[src/rtl/decode_issue.sv]
// rtl/decode_issue.sv - RV32I decode/issue stage with busy-bit scoreboard and ID/EX register
//
// Purpose:
//   Decodes the fetched instruction and drives the register file read
//   addresses combinationally. Issued instructions are captured into an
//   ID/EX register together with their operands and sign-extended immediate.
//   A per-register busy scoreboard holds issue back on RAW/WAW hazards until
//   the producing write reaches the register file write port.
//
// Ports:
//   clk, reset        rising-edge clock, asynchronous active-high reset
//   if_valid/if_ready fetch handshake; if_instr/if_pc the offered instruction
//   ra1, ra2          register file read addresses (combinational from if_instr)
//   rd1, rd2          register file read data for ra1/ra2
//   wb_we, wb_addr    register file write port strobe/address (clears busy)
//   flush             kills the instruction held in ID/EX
//   ex_valid/ex_ready ID/EX handshake toward execute
//   ex_*              captured pc, operands, immediate and decoded fields

module decode_issue #(
  parameter int ADDR_W = 5,
  parameter int XLEN   = 32
) (
  input  logic              clk,
  input  logic              reset,
  input  logic              if_valid,
  output logic              if_ready,
  input  logic [31:0]       if_instr,
  input  logic [XLEN-1:0]   if_pc,
  output logic [ADDR_W-1:0] ra1,
  output logic [ADDR_W-1:0] ra2,
  input  logic [XLEN-1:0]   rd1,
  input  logic [XLEN-1:0]   rd2,
  input  logic              wb_we,
  input  logic [ADDR_W-1:0] wb_addr,
  input  logic              flush,
  output logic              ex_valid,
  input  logic              ex_ready,
  output logic [XLEN-1:0]   ex_pc,
  output logic [XLEN-1:0]   ex_op1,
  output logic [XLEN-1:0]   ex_op2,
  output logic [XLEN-1:0]   ex_imm,
  output logic [ADDR_W-1:0] ex_rd,
  output logic [6:0]        ex_opcode,
  output logic [2:0]        ex_funct3,
  output logic              ex_funct7b5,
  output logic              ex_illegal
);

  localparam int NREG = 2 ** ADDR_W;

  localparam logic [6:0] OPC_LUI    = 7'h37;
  localparam logic [6:0] OPC_AUIPC  = 7'h17;
  localparam logic [6:0] OPC_JAL    = 7'h6F;
  localparam logic [6:0] OPC_JALR   = 7'h67;
  localparam logic [6:0] OPC_BRANCH = 7'h63;
  localparam logic [6:0] OPC_LOAD   = 7'h03;
  localparam logic [6:0] OPC_STORE  = 7'h23;
  localparam logic [6:0] OPC_OPIMM  = 7'h13;
  localparam logic [6:0] OPC_OP     = 7'h33;

  typedef enum logic [2:0] {
    IMM_NONE,
    IMM_I,
    IMM_S,
    IMM_B,
    IMM_U,
    IMM_J
  } imm_fmt_t;

  // Instruction fields
  logic [6:0]        w_opcode;
  logic [2:0]        w_funct3;
  logic [ADDR_W-1:0] w_rs1;
  logic [ADDR_W-1:0] w_rs2;
  logic [ADDR_W-1:0] w_rd;

  // Decode results
  imm_fmt_t          w_fmt;
  logic              w_uses_rs1;
  logic              w_uses_rs2;
  logic              w_writes_rd;
  logic              w_illegal;
  logic [31:0]       w_imm32;
  logic [XLEN-1:0]   w_imm;

  // Handshake and scoreboard
  logic              w_hazard;
  logic              w_accept;
  logic [NREG-1:0]   w_busy_nxt;

  // State
  logic [NREG-1:0]   r_busy;
  logic              r_ex_valid;
  logic              r_ex_wr;
  logic [XLEN-1:0]   r_ex_pc;
  logic [XLEN-1:0]   r_ex_op1;
  logic [XLEN-1:0]   r_ex_op2;
  logic [XLEN-1:0]   r_ex_imm;
  logic [ADDR_W-1:0] r_ex_rd;
  logic [6:0]        r_ex_opcode;
  logic [2:0]        r_ex_funct3;
  logic              r_ex_funct7b5;
  logic              r_ex_illegal;

  assign w_opcode = if_instr[6:0];
  assign w_funct3 = if_instr[14:12];
  assign w_rs1    = ADDR_W'(if_instr[19:15]);
  assign w_rs2    = ADDR_W'(if_instr[24:20]);
  assign w_rd     = ADDR_W'(if_instr[11:7]);

  assign ra1 = w_rs1;
  assign ra2 = w_rs2;

  // Opcode decode: immediate format and register usage
  always_comb begin
    w_fmt       = IMM_NONE;
    w_uses_rs1  = 1'b0;
    w_uses_rs2  = 1'b0;
    w_writes_rd = 1'b0;
    w_illegal   = 1'b0;
    case (w_opcode)
      OPC_LUI: begin
        w_fmt       = IMM_U;
        w_writes_rd = 1'b1;
      end
      OPC_AUIPC: begin
        w_fmt       = IMM_U;
        w_writes_rd = 1'b1;
      end
      OPC_JAL: begin
        w_fmt       = IMM_J;
        w_writes_rd = 1'b1;
      end
      OPC_JALR: begin
        w_fmt       = IMM_I;
        w_uses_rs1  = 1'b1;
        w_writes_rd = 1'b1;
      end
      OPC_BRANCH: begin
        w_fmt      = IMM_B;
        w_uses_rs1 = 1'b1;
        w_uses_rs2 = 1'b1;
      end
      OPC_LOAD: begin
        w_fmt       = IMM_I;
        w_uses_rs1  = 1'b1;
        w_writes_rd = 1'b1;
      end
      OPC_STORE: begin
        w_fmt      = IMM_S;
        w_uses_rs1 = 1'b1;
        w_uses_rs2 = 1'b1;
      end
      OPC_OPIMM: begin
        w_fmt       = IMM_I;
        w_uses_rs1  = 1'b1;
        w_writes_rd = 1'b1;
      end
      OPC_OP: begin
        w_uses_rs1  = 1'b1;
        w_uses_rs2  = 1'b1;
        w_writes_rd = 1'b1;
      end
      default: begin
        w_illegal = 1'b1;
      end
    endcase
    // x0 is never a real destination, so it must never mark a register busy
    if (w_rd == '0) begin
      w_writes_rd = 1'b0;
    end
  end

  // Immediate assembly; every format is sign-extended from instr[31]
  always_comb begin
    w_imm32 = 32'd0;
    case (w_fmt)
      IMM_I: w_imm32 = {{20{if_instr[31]}}, if_instr[31:20]};
      IMM_S: w_imm32 = {{20{if_instr[31]}}, if_instr[31:25], if_instr[11:7]};
      IMM_B: w_imm32 = {{19{if_instr[31]}}, if_instr[31], if_instr[7],
                        if_instr[30:25], if_instr[11:8], 1'b0};
      IMM_U: w_imm32 = {if_instr[31:12], 12'd0};
      IMM_J: w_imm32 = {{11{if_instr[31]}}, if_instr[31], if_instr[19:12],
                        if_instr[20], if_instr[30:21], 1'b0};
      default: w_imm32 = 32'd0;
    endcase
  end

  assign w_imm = XLEN'($signed(w_imm32));

  // r_busy[0] is held at zero, so x0 sources never raise a hazard
  assign w_hazard = if_valid && ((w_uses_rs1  && r_busy[w_rs1]) ||
                                 (w_uses_rs2  && r_busy[w_rs2]) ||
                                 (w_writes_rd && r_busy[w_rd]));

  assign if_ready = !reset && !flush && !w_hazard && (!r_ex_valid || ex_ready);
  assign w_accept = if_valid && if_ready;

  // Scoreboard update. Ordering matters: the issue-side set is applied last
  // so that it wins over a write-back clear to the same register.
  always_comb begin
    w_busy_nxt = r_busy;
    if (wb_we && (wb_addr != '0)) begin
      w_busy_nxt[wb_addr] = 1'b0;
    end
    // A flushed producer will never write back, so release its destination
    if (flush && r_ex_valid && r_ex_wr) begin
      w_busy_nxt[r_ex_rd] = 1'b0;
    end
    if (w_accept && w_writes_rd) begin
      w_busy_nxt[w_rd] = 1'b1;
    end
    w_busy_nxt[0] = 1'b0;
  end

  always_ff @(posedge clk or posedge reset) begin
    if (reset) begin
      r_busy        <= '0;
      r_ex_valid    <= 1'b0;
      r_ex_wr       <= 1'b0;
      r_ex_pc       <= '0;
      r_ex_op1      <= '0;
      r_ex_op2      <= '0;
      r_ex_imm      <= '0;
      r_ex_rd       <= '0;
      r_ex_opcode   <= '0;
      r_ex_funct3   <= '0;
      r_ex_funct7b5 <= 1'b0;
      r_ex_illegal  <= 1'b0;
    end else begin
      r_busy <= w_busy_nxt;
      if (w_accept) begin
        r_ex_valid    <= 1'b1;
        r_ex_wr       <= w_writes_rd;
        r_ex_pc       <= if_pc;
        r_ex_op1      <= rd1;
        r_ex_op2      <= rd2;
        r_ex_imm      <= w_imm;
        r_ex_rd       <= w_rd;
        r_ex_opcode   <= w_opcode;
        r_ex_funct3   <= w_funct3;
        r_ex_funct7b5 <= if_instr[30];
        r_ex_illegal  <= w_illegal;
      end else if (flush || ex_ready) begin
        // Consumed or killed with nothing behind it; data fields hold
        r_ex_valid <= 1'b0;
      end
    end
  end

  assign ex_valid    = r_ex_valid;
  assign ex_pc       = r_ex_pc;
  assign ex_op1      = r_ex_op1;
  assign ex_op2      = r_ex_op2;
  assign ex_imm      = r_ex_imm;
  assign ex_rd       = r_ex_rd;
  assign ex_opcode   = r_ex_opcode;
  assign ex_funct3   = r_ex_funct3;
  assign ex_funct7b5 = r_ex_funct7b5;
  assign ex_illegal  = r_ex_illegal;

endmodule

[config.mk]
export PLATFORM = sky130hd
export DESIGN_NAME = decode_issue
export DESIGN_NICKNAME = d
export VERILOG_FILES = /design/src/rtl/decode_issue.sv
export SDC_FILE = /design/constraint.sdc
export NUM_CORES = 1
export LEC_CHECK = 0
export ABC_AREA = 1
export CORE_ASPECT_RATIO = 1.4
export CORE_MARGIN = 4
export CORE_UTILIZATION = 51
export CTS_BUF_LIST = sky130_fd_sc_hd__clkbuf_8
export DETAILED_ROUTE_END_ITERATION = 8
export GPL_ROUTABILITY_DRIVEN = 0
export GPL_TIMING_DRIVEN = 0
export PLACE_DENSITY = 0.95
export SLEW_MARGIN = 15
export SYNTH_ARGS = -nofsm -noshare
export SYNTH_HDL_FRONTEND = slang
export SYNTH_SLANG_ARGS = --single-unit
[constraint.sdc]
create_clock -name clk -period 11.5 [get_ports clk]
set_clock_uncertainty 0.05 [all_clocks]
set_input_delay 2.3 -clock clk [delete_from_list [all_inputs] [get_ports clk]]
set_output_delay 2.3 -clock clk [all_outputs]
set_load 0.05 [all_outputs]
# Yosys cells after proc, flatten, opt, wreduce, memory -nomap -nowiden
# Index checks and enable logic that the tools add are counted.
[word_totals]
input_bits = 139
out_inout_bits = 157
reg_bits = 178
word_cells = 95
[classes]
mux = 24
reduce_logical = 32
bitwise = 5
magnitude_cmp = 8
eq_ne = 14
[ops]
columns = ["operator", "count"]
rows = [
  ["32-bit one-hot mux with 5 select lines", 1],
  ["32-bit two-way mux", 3],
  ["32-bit AND", 2],
  ["32-bit inverter", 2],
  ["32-bit bitwise OR", 1],
  ["5-bit by 6-bit less-than comparator with 1-bit output (second input constant)", 5],
  ["7-bit by 6-bit equality test with 1-bit output (second input constant)", 3],
  ["7-bit equality test (second input constant)", 3],
  ["1-bit binary-select mux with 5-bit select", 3],
  ["1-bit demux with 5-bit select", 3],
  ["5-bit by 1-bit >= comparator with 1-bit output (second input constant)", 3],
  ["1-bit logical AND", 15],
  ["3-bit one-hot mux with 5 select lines", 1],
  ["7-bit by 5-bit equality test with 1-bit output (second input constant)", 2],
  ["1-bit two-way mux", 13],
  ["9-bit OR reduction", 1],
  ["7-bit by 2-bit equality test with 1-bit output (second input constant)", 1],
  ["7-bit OR reduction", 1],
  ["3-bit by 2-bit equality test with 1-bit output (second input constant)", 2],
  ["3-bit equality test (second input constant)", 2],
  ["3-bit OR reduction", 2],
  ["6-bit OR reduction", 1],
  ["5-bit zero test", 1],
  ["5-bit nonzero test", 1],
  ["5 further kinds", 11],
]

# Depth between registers and ports, before layout
# Gate-level depths: netlist (run 1).
[logic_depth]
ltp_word = 13
mapped_depth = 17

# Worst setup path after synthesis (run 1)
# OpenSTA, ideal clock, no wires.
[synth_timing]
kind = "in2out"
from = "input if_instr[7]"
to = "output if_ready"
t_arrival_ns = 4.021
path_slack_ns = 5.129
path_stages = 11
path_buffers = 2
path_cell_list = "buf_2 > buf_2 > o21ai_0 > nand2_1 > nand2_1 > nand2_1 > nand2_1 > nor2_1 > nand3_1 > nand3_1 > a21oi_1"
[synth_via]
elab_chain_cells = 8
word_cells_on_any_way = 10
[synth_rtl]
columns = ["element", "line_no", "text"]
rows = [
  ["start, declared", "28", "input logic [31:0] if_instr,"],
  ["1-bit binary-select mux with 5-bit select / 5-bit zero test (equally long branches)", "195, 170", ""],
  ["1-bit two-way mux, on equally long branches", "195, 170", ""],
  ["1-bit logical AND (*)", "195", "(w_writes_rd && r_busy[w_rd]));"],
  ["1-bit logical OR (*)", "194", "(w_uses_rs2 && r_busy[w_rs2]) ||"],
  ["1-bit logical AND (*)", "193", "assign w_hazard = if_valid && ((w_uses_rs1 && r_busy[w_rs1]) ||"],
  ["1-bit zero test (*)", "197", "assign if_ready = !reset && !flush && !w_hazard && (!r_ex_valid || ex_ready);"],
  ["1-bit logical AND (*) (2 in a row)", "197", ""],
  ["end, declared", "27", "output logic if_ready,"],
]
# Mark *: on every way between the ends. The rest lies on a longest branch, timed or not. The select of a mux whose other input is x is not followed.

# Final worst setup path (run 1)
[layout_timing]
from = "input if_instr[11]"
to = "output if_ready"
# The elaborated chain is that of the path after synthesis.

==> results of run 1 <==
-- Yosys cell counts, drive strengths merged --
cell / instances / share of area [%]
nor3: 20 / 1.3
a22oi: 4 / 0.34
o21ai: 60 / 3.4
nor2: 61 / 2.7
or2: 1 / 0.071
dfrtp: 178 / 51
o22ai: 1 / 0.071
o221ai: 19 / 1.9
clkbuf: 14 / 0.68
nand2: 540 / 23
nand4: 6 / 0.50
o31ai: 1 / 0.086
a21oi: 25 / 1.4
a31oi: 3 / 0.21
nand3: 113 / 6.4
nand3b: 1 / 0.086
buf: 45 / 3.0
o211ai: 1 / 0.086
inv: 89 / 3.8
-- registers in the layout, indices dropped and copies added (netlist names), 3 cells and up --
signal     count
ex_pc         32
ex_funct3      3
ex_op1        32
ex_op2        32
ex_imm        32
ex_rd          5
ex_opcode      7
r_busy        31
-- cell families (layout without fill, tap and decap cells) --
| family | Yosys count | count (layout) | share of synthesized area, % |
|---|---|---|---|
| buf+inv | 148 | 471 | 7.54 |
| simple gates | 742 | 742 | 34.2 |
| other cells | 0 | 2 | 0 |
| flops | 178 | 178 | 50.7 |
| compound gates | 114 | 114 | 7.54 |
-- stage by stage --
stage | hold slack, ns | utilization, %
5_1_grt | 0.458 | 73.7
4_1_cts | 0.441 | 73.7
2_1_floorplan | 0.400 | -
3_5_place_dp | 0.414 | 71.2
6_report | 0.440 | 73.7
3_3_place_gp | 0.411 | 71.0
-- critical path: stages --
cell             delay [ns]
clkdlybuf4s50_1        0.63
inv_1                  0.18
nor3_1                 0.54
nand2_1                0.12
nand2_1                0.21
nor2_1                 0.08
nand3_1                0.10
nand3_1                0.16
a21oi_1                0.17
clkdlybuf4s50_1        0.84
-- power breakdown --
part           internal (mW)  switching [mW]  total [mW]  leakage [nW]
clock                  0.188           0.259       0.448         0.207
sequential             0.720          0.0630       0.783          2.29
combinational          0.253           0.522       0.775          3.59
total                   1.16           0.844        2.01          6.09
-- path summary, 6_finish.rpt --
| kind | startpoint | to | slack [ns] | cells after the start |
|---|---|---|---|---|
| max | if_instr[11] | if_ready | 3.82 | 10 |
| min | ex_op1[20]$_DFFE_PP0P_ | ex_op1[20]$_DFFE_PP0P_ | 0.44 | 2 |
| max reg2reg | r_busy[24]$_DFF_PP0_ | ex_opcode[0]$_DFFE_PP0P_ | 8.98 | 12 |
| min reg2reg | ex_op1[20]$_DFFE_PP0P_ | ex_op1[20]$_DFFE_PP0P_ | 0.44 | 2 |
| max in group asynchronous | reset | ex_op1[26]$_DFFE_PP0P_ | 8.24 | 3 |
| min in group asynchronous | reset | ex_op1[7]$_DFFE_PP0P_ | 2.33 | 2 |
-- area by class of cell --
type	count	area [um^2]
buffer	59	328
timing repair buffer	291	2930
multi-input combinational	856	3660
tap	203	254
fill	1198	4420
inverter	89	342
antenna	2	5.00
clock inverter	14	169
clock buffer	18	248
sequential	178	4450
-- layer usage --
metal	wire length (um)	track usage [%]	share of wire (%)
met1	11100	36.7	34
met2	15500	55.0	48
met3	3250	9.04	10
met4	2240	19.5	7.0
met5	0	0	0
==> metrics.csv, run 1 <==
stage;metric;value;unit
routing;routed-via-count;9756;
global_routing;grt_usage;32.5;%
routing;antenna_left;0;
global_routing;grt_pass1_wl;49.8;mm
place;dp_hpwl;24.4;mm
logic_synthesis;synthesis.nets;1321;
floorplanning;die_x;119;um
logic_synthesis;synthesis.area;8780;um^2
logic_synthesis;ys_ff_latch;178;
sta;max_freq;130;MHz
cts;clockRootBuffer;clkbuf_8;
layout;drive_above_1_share;6.11;%
routing;drt_iter0_drc;1332;
logic_synthesis;syn-mean-instance-area;7.43;um^2
floorplanning;io_pins;296;
place;numPortBuffers;290;
layout;final_area;12400;um^2
sta;fin_tns_setup;0;ns
global_routing;grt_pass1_vias;9557;
floorplanning;rows;56;
global_routing;grt_max_degree;104;
floorplanning;core_area;16800;um^2
cts;cts.sinks;178;
sta;rsz0062_at_grt;false;
routing;routed_wl;32.1;mm
cts;htreeDepth;4;
cts;ctsHoldBuffers;0;
critical_path;worst_ep_arrival_time;5.33;ns
floorplanning;dieHeight;163;um
run;cap_violations;0;
floorplanning;initial_core_util;52.2;%
sta;fin_crit_sh;66.8;%
critical_path;critPathLaunchType;input port;
routing;first_pass_iters;9;
outcome;status;finished, final reports clean;
place;post-place-ws;4.13;ns
sta;setup_viol;0;
routing;viasPerCell;5.71;
cts;cts_tree;built;
layout;area_delta_synth_final;41.2;%
logic_synthesis;ys_warn_count;0;
routing;remaining_drc_errors;0;
sta;slew_headroom;51.6;%
cts;numCtsBuffers;17;
critical_path;path_class;in2out;
sta;drv_slew;0;
layout;layout_commonest_cell;nand2_1;
cts;postCtsSetupBuffers;0;
power_and_ir_drop;ir_drop;130;uV
critical_path;endpoint_kind;output port;
logic_synthesis;synth.distinct_cells;29;
power_and_ir_drop;power_density;162;nW/um^2
layout;fin_nets;1631;
cts;path_clk_slew;0.10;ns
cts;cts_resized;0;
global_routing;grt_overflow;0;
logic_synthesis;synthCells;1182;
cts;clock_latency;0.46;ns
routing;routedWlPerCell;18.8;um
place;dpl-instance-area;12000;um^2
critical_path;required;9.15;ns
sta;fin_crit;7.68;ns
min_path;min_path_type;reg2reg;
power_and_ir_drop;p_total;2.01;mW
layout;final_cell_mix;538 x nand2_1, 290 x clkdlybuf4s50_1, 178 x dfrtp_1, 113 x nand3_1, 82 x inv_1;
place;dp_cells;1676;
cts;cts_buffer_depth;2;
global_routing;antenna_found_initial;1;
layout;stdcell_count;1710;
logic_synthesis;ys_seq_area_share;50.7;%
power_and_ir_drop;total_leakage_power;6.09;nW
sta;worst_pin_slew;0.726;ns
sta;hold_viol;0;
critical_path;cp_max_fo;6;
floorplanning;die_area;19400;um^2
sta;setup_slack;3.82;ns
Note: power is estimated with default switching activity, not from simulation.
==> run 2: changes to the inputs <==
--- a/config.mk
+++ b/config.mk
@@ -8,12 +8,12 @@
 export ABC_AREA = 1
 export CORE_ASPECT_RATIO = 1.4
 export CORE_MARGIN = 4
-export CORE_UTILIZATION = 51
+export CORE_UTILIZATION = 48
 export CTS_BUF_LIST = sky130_fd_sc_hd__clkbuf_8
 export DETAILED_ROUTE_END_ITERATION = 8
 export GPL_ROUTABILITY_DRIVEN = 0
 export GPL_TIMING_DRIVEN = 0
-export PLACE_DENSITY = 0.95
+export PLACE_DENSITY = 0.92
 export SLEW_MARGIN = 15
 export SYNTH_ARGS = -nofsm -noshare
 export SYNTH_HDL_FRONTEND = slang
==> constraint.sdc (replaced) <==
create_clock -name clk -period 7.7 [get_ports clk]
set_clock_uncertainty 0.05 [all_clocks]
set_input_delay 1.54 -clock clk [delete_from_list [all_inputs] [get_ports clk]]
set_output_delay 1.54 -clock clk [all_outputs]
set_load 0.05 [all_outputs]
==> metrics.csv, run 2 (synthesized netlist as in run 1, its figures left out) <==
stage;metric;value;unit;change
cts;cts_buffer_depth;2;;unchanged
min_path;min_path_type;reg2reg;;
critical_path;path_class;in2out;;
cts;cts_resized;0;;unchanged
sta;slew_headroom;55.6;%;+4.0 points
sta;max_freq;164;MHz;
global_routing;grt_pass1_wl;50.4;mm;+1.2%
place;post-place-ws;1.81;ns;-2.32 ns
layout;drive_above_1_share;6.11;%;unchanged
power_and_ir_drop;ir_drop;161;uV;+24%
cts;numCtsBuffers;17;;unchanged
layout;antenna_cells;0;;-2
routing;drt_iter0_drc;1359;;+2.0%
sta;fin_crit;6.08;ns;
sta;fin_tns_setup;0;ns;unchanged
global_routing;grt_overflow;0;;unchanged
min_path;min-delay-start;ex_op2[24]$_DFFE_PP0P_;;
cts;cts_tree;built;;
critical_path;r2r_slack;5.10;ns;-3.88 ns
floorplanning;rows;58;;+3.6%
global_routing;grt_usage;31.2;%;-1.3 points
sta;rsz0062_at_grt;false;;
floorplanning;initial_core_util;48.8;%;-3.4 points
place;numPortBuffers;290;;unchanged
routing;routed_wl;32.6;mm;+1.5%
floorplanning;die_x;122;um;+2.9%
power_and_ir_drop;total_leakage_power;6.09;nW;+0.11%
sta;fin_crit_sh;79.0;%;
critical_path;cp_max_fo;6;;unchanged
critical_path;worstSetupStartpoint;if_instr[11];;
critical_path;worstReg2RegEnd;ex_imm[26]$_DFFE_PP0P_;;
critical_path;required;6.11;ns;-3.04 ns
sta;hold_viol;0;;unchanged
critical_path;worst_ep_arrival_time;4.49;ns;-0.84 ns
cts;ctsHoldBuffers;0;;unchanged
power_and_ir_drop;power_density;242;nW/um^2;+49%
global_routing;grt_max_degree;111;;+6.7%
sta;setup_viol;0;;unchanged
layout;area_delta_synth_final;41.9;%;
routing;routed-via-count;9781;;+0.26%
sta;setup_slack;1.62;ns;-2.20 ns
cts;cts.sinks;178;;unchanged
min_path;hold_end;ex_op2[24]$_DFFE_PP0P_;;
run;cap_violations;0;;unchanged
cts;clock_latency;0.47;ns;about the same
floorplanning;core_area;18000;um^2;+7.0%
floorplanning;io_pins;296;;unchanged
layout;fin_nets;1631;;unchanged
floorplanning;die_area;20600;um^2;+5.9%
cts;path_clk_slew;0.11;ns;about the same
cts;clockRootBuffer;clkbuf_8;;
routing;viasPerCell;5.61;;-1.8%
cts;postCtsSetupBuffers;0;;unchanged
floorplanning;dieHeight;168;um;+2.9%
critical_path;reg2reg_from;r_busy[24]$_DFF_PP0_;;
global_routing;antenna_found_initial;0;;-1
cts;htreeDepth;4;;unchanged
place;dp_hpwl;25.1;mm;+2.7%
min_path;whs_path_depth;2;;unchanged
routing;antenna_left;0;;unchanged
critical_path;reg2reg_depth;12;;unchanged
sta;drv_slew;0;;unchanged
critical_path;critPathLaunchType;input port;;
routing;routedWlPerCell;18.7;um;-0.51%
sta;worst_pin_slew;0.664;ns;-0.0621 ns
outcome;status;finished, final reports clean;;
critical_path;endpoint_kind;output port;;
layout;final_cell_mix;538 x nand2_1, 290 x clkdlybuf4s50_1, 178 x dfrtp_1, 113 x nand3_1, 82 x inv_1;;
layout;layout_commonest_cell;nand2_1;;
routing;first_pass_iters;7;;-2
routing;remaining_drc_errors;0;;unchanged
global_routing;grt_pass1_vias;9701;;+1.5%
[run 2: cell types whose count changed in the layout (fill, tap and decap cells not counted), sizes merged]
cell and change:
clkinvlp -1, clkbuf -1, clkinv +2, bufinv -1
inv +1, diode -2
[run 2: worst max-delay path by stage]
| stage | depth (start not counted) | slack [ns] | end |
|---|---|---|---|
| after floorplan | 1 | 1.28 | ex_funct3[0]$_DFFE_PP0P_ |
| after global placement | 2 | -0.99 | ex_pc[30]$_DFFE_PP0P_ |
| after detailed placement | 10 | 1.81 | if_ready |
| after CTS | 10 | 1.76 | if_ready |
| after global routing | 10 | 1.51 | if_ready |
| final | 10 | 1.62 | if_ready |
[run 2: routing by layer]
layer  global-route usage, %  vias to the layer above  share of wire [%]
met5                       0                        -                  0
met3                    9.48                      249                 12
li1                        -                     4377                  -
met4                    21.3                        0                7.7
met2                    51.2                      735                 48
met1                    34.3                     4420                 33
[run 2: report_power, final]
group	total, mW	switching [mW]	internal (mW)
Clock	0.677	0.421	0.256
Combinational	1.16	0.785	0.377
Sequential	1.17	0.0965	1.08
[run 2: metrics by stage]
step                      util [%]  instance area (um^2)  cells  power [mW]  hold slack [ns]
after CTS                     69.2                 12500   1745        3.01            0.443
final                         69.2                 12500   1745        3.01            0.442
after detailed placement      66.8                 12000   1713        2.34            0.414
after global routing          69.2                 12500   1745        3.13            0.461
after floorplan                  -                  8780   1182        1.87            0.400
after global placement        66.6                 12000   1712        2.30            0.410
[run 2: worst max-delay path, cell delays in order]
cell and delay [ns]:
clkdlybuf4s50_1 0.65, inv_1 0.19, nor3_1 0.52, nand2_1 0.11, nand2_1 0.14, nor2_1 0.06
nand3_1 0.10, nand3_1 0.16, a21oi_1 0.17, clkdlybuf4s50_1 0.86
[run 2: cell type report]
type | count | area (um^2)
fill | 1381 | 5540
sequential | 178 | 4450
multi-input combinational | 856 | 3660
timing repair buffer | 291 | 2930
inverter | 89 | 342
buffer | 59 | 328
tap | 240 | 300
clock buffer | 17 | 234
clock inverter | 15 | 204
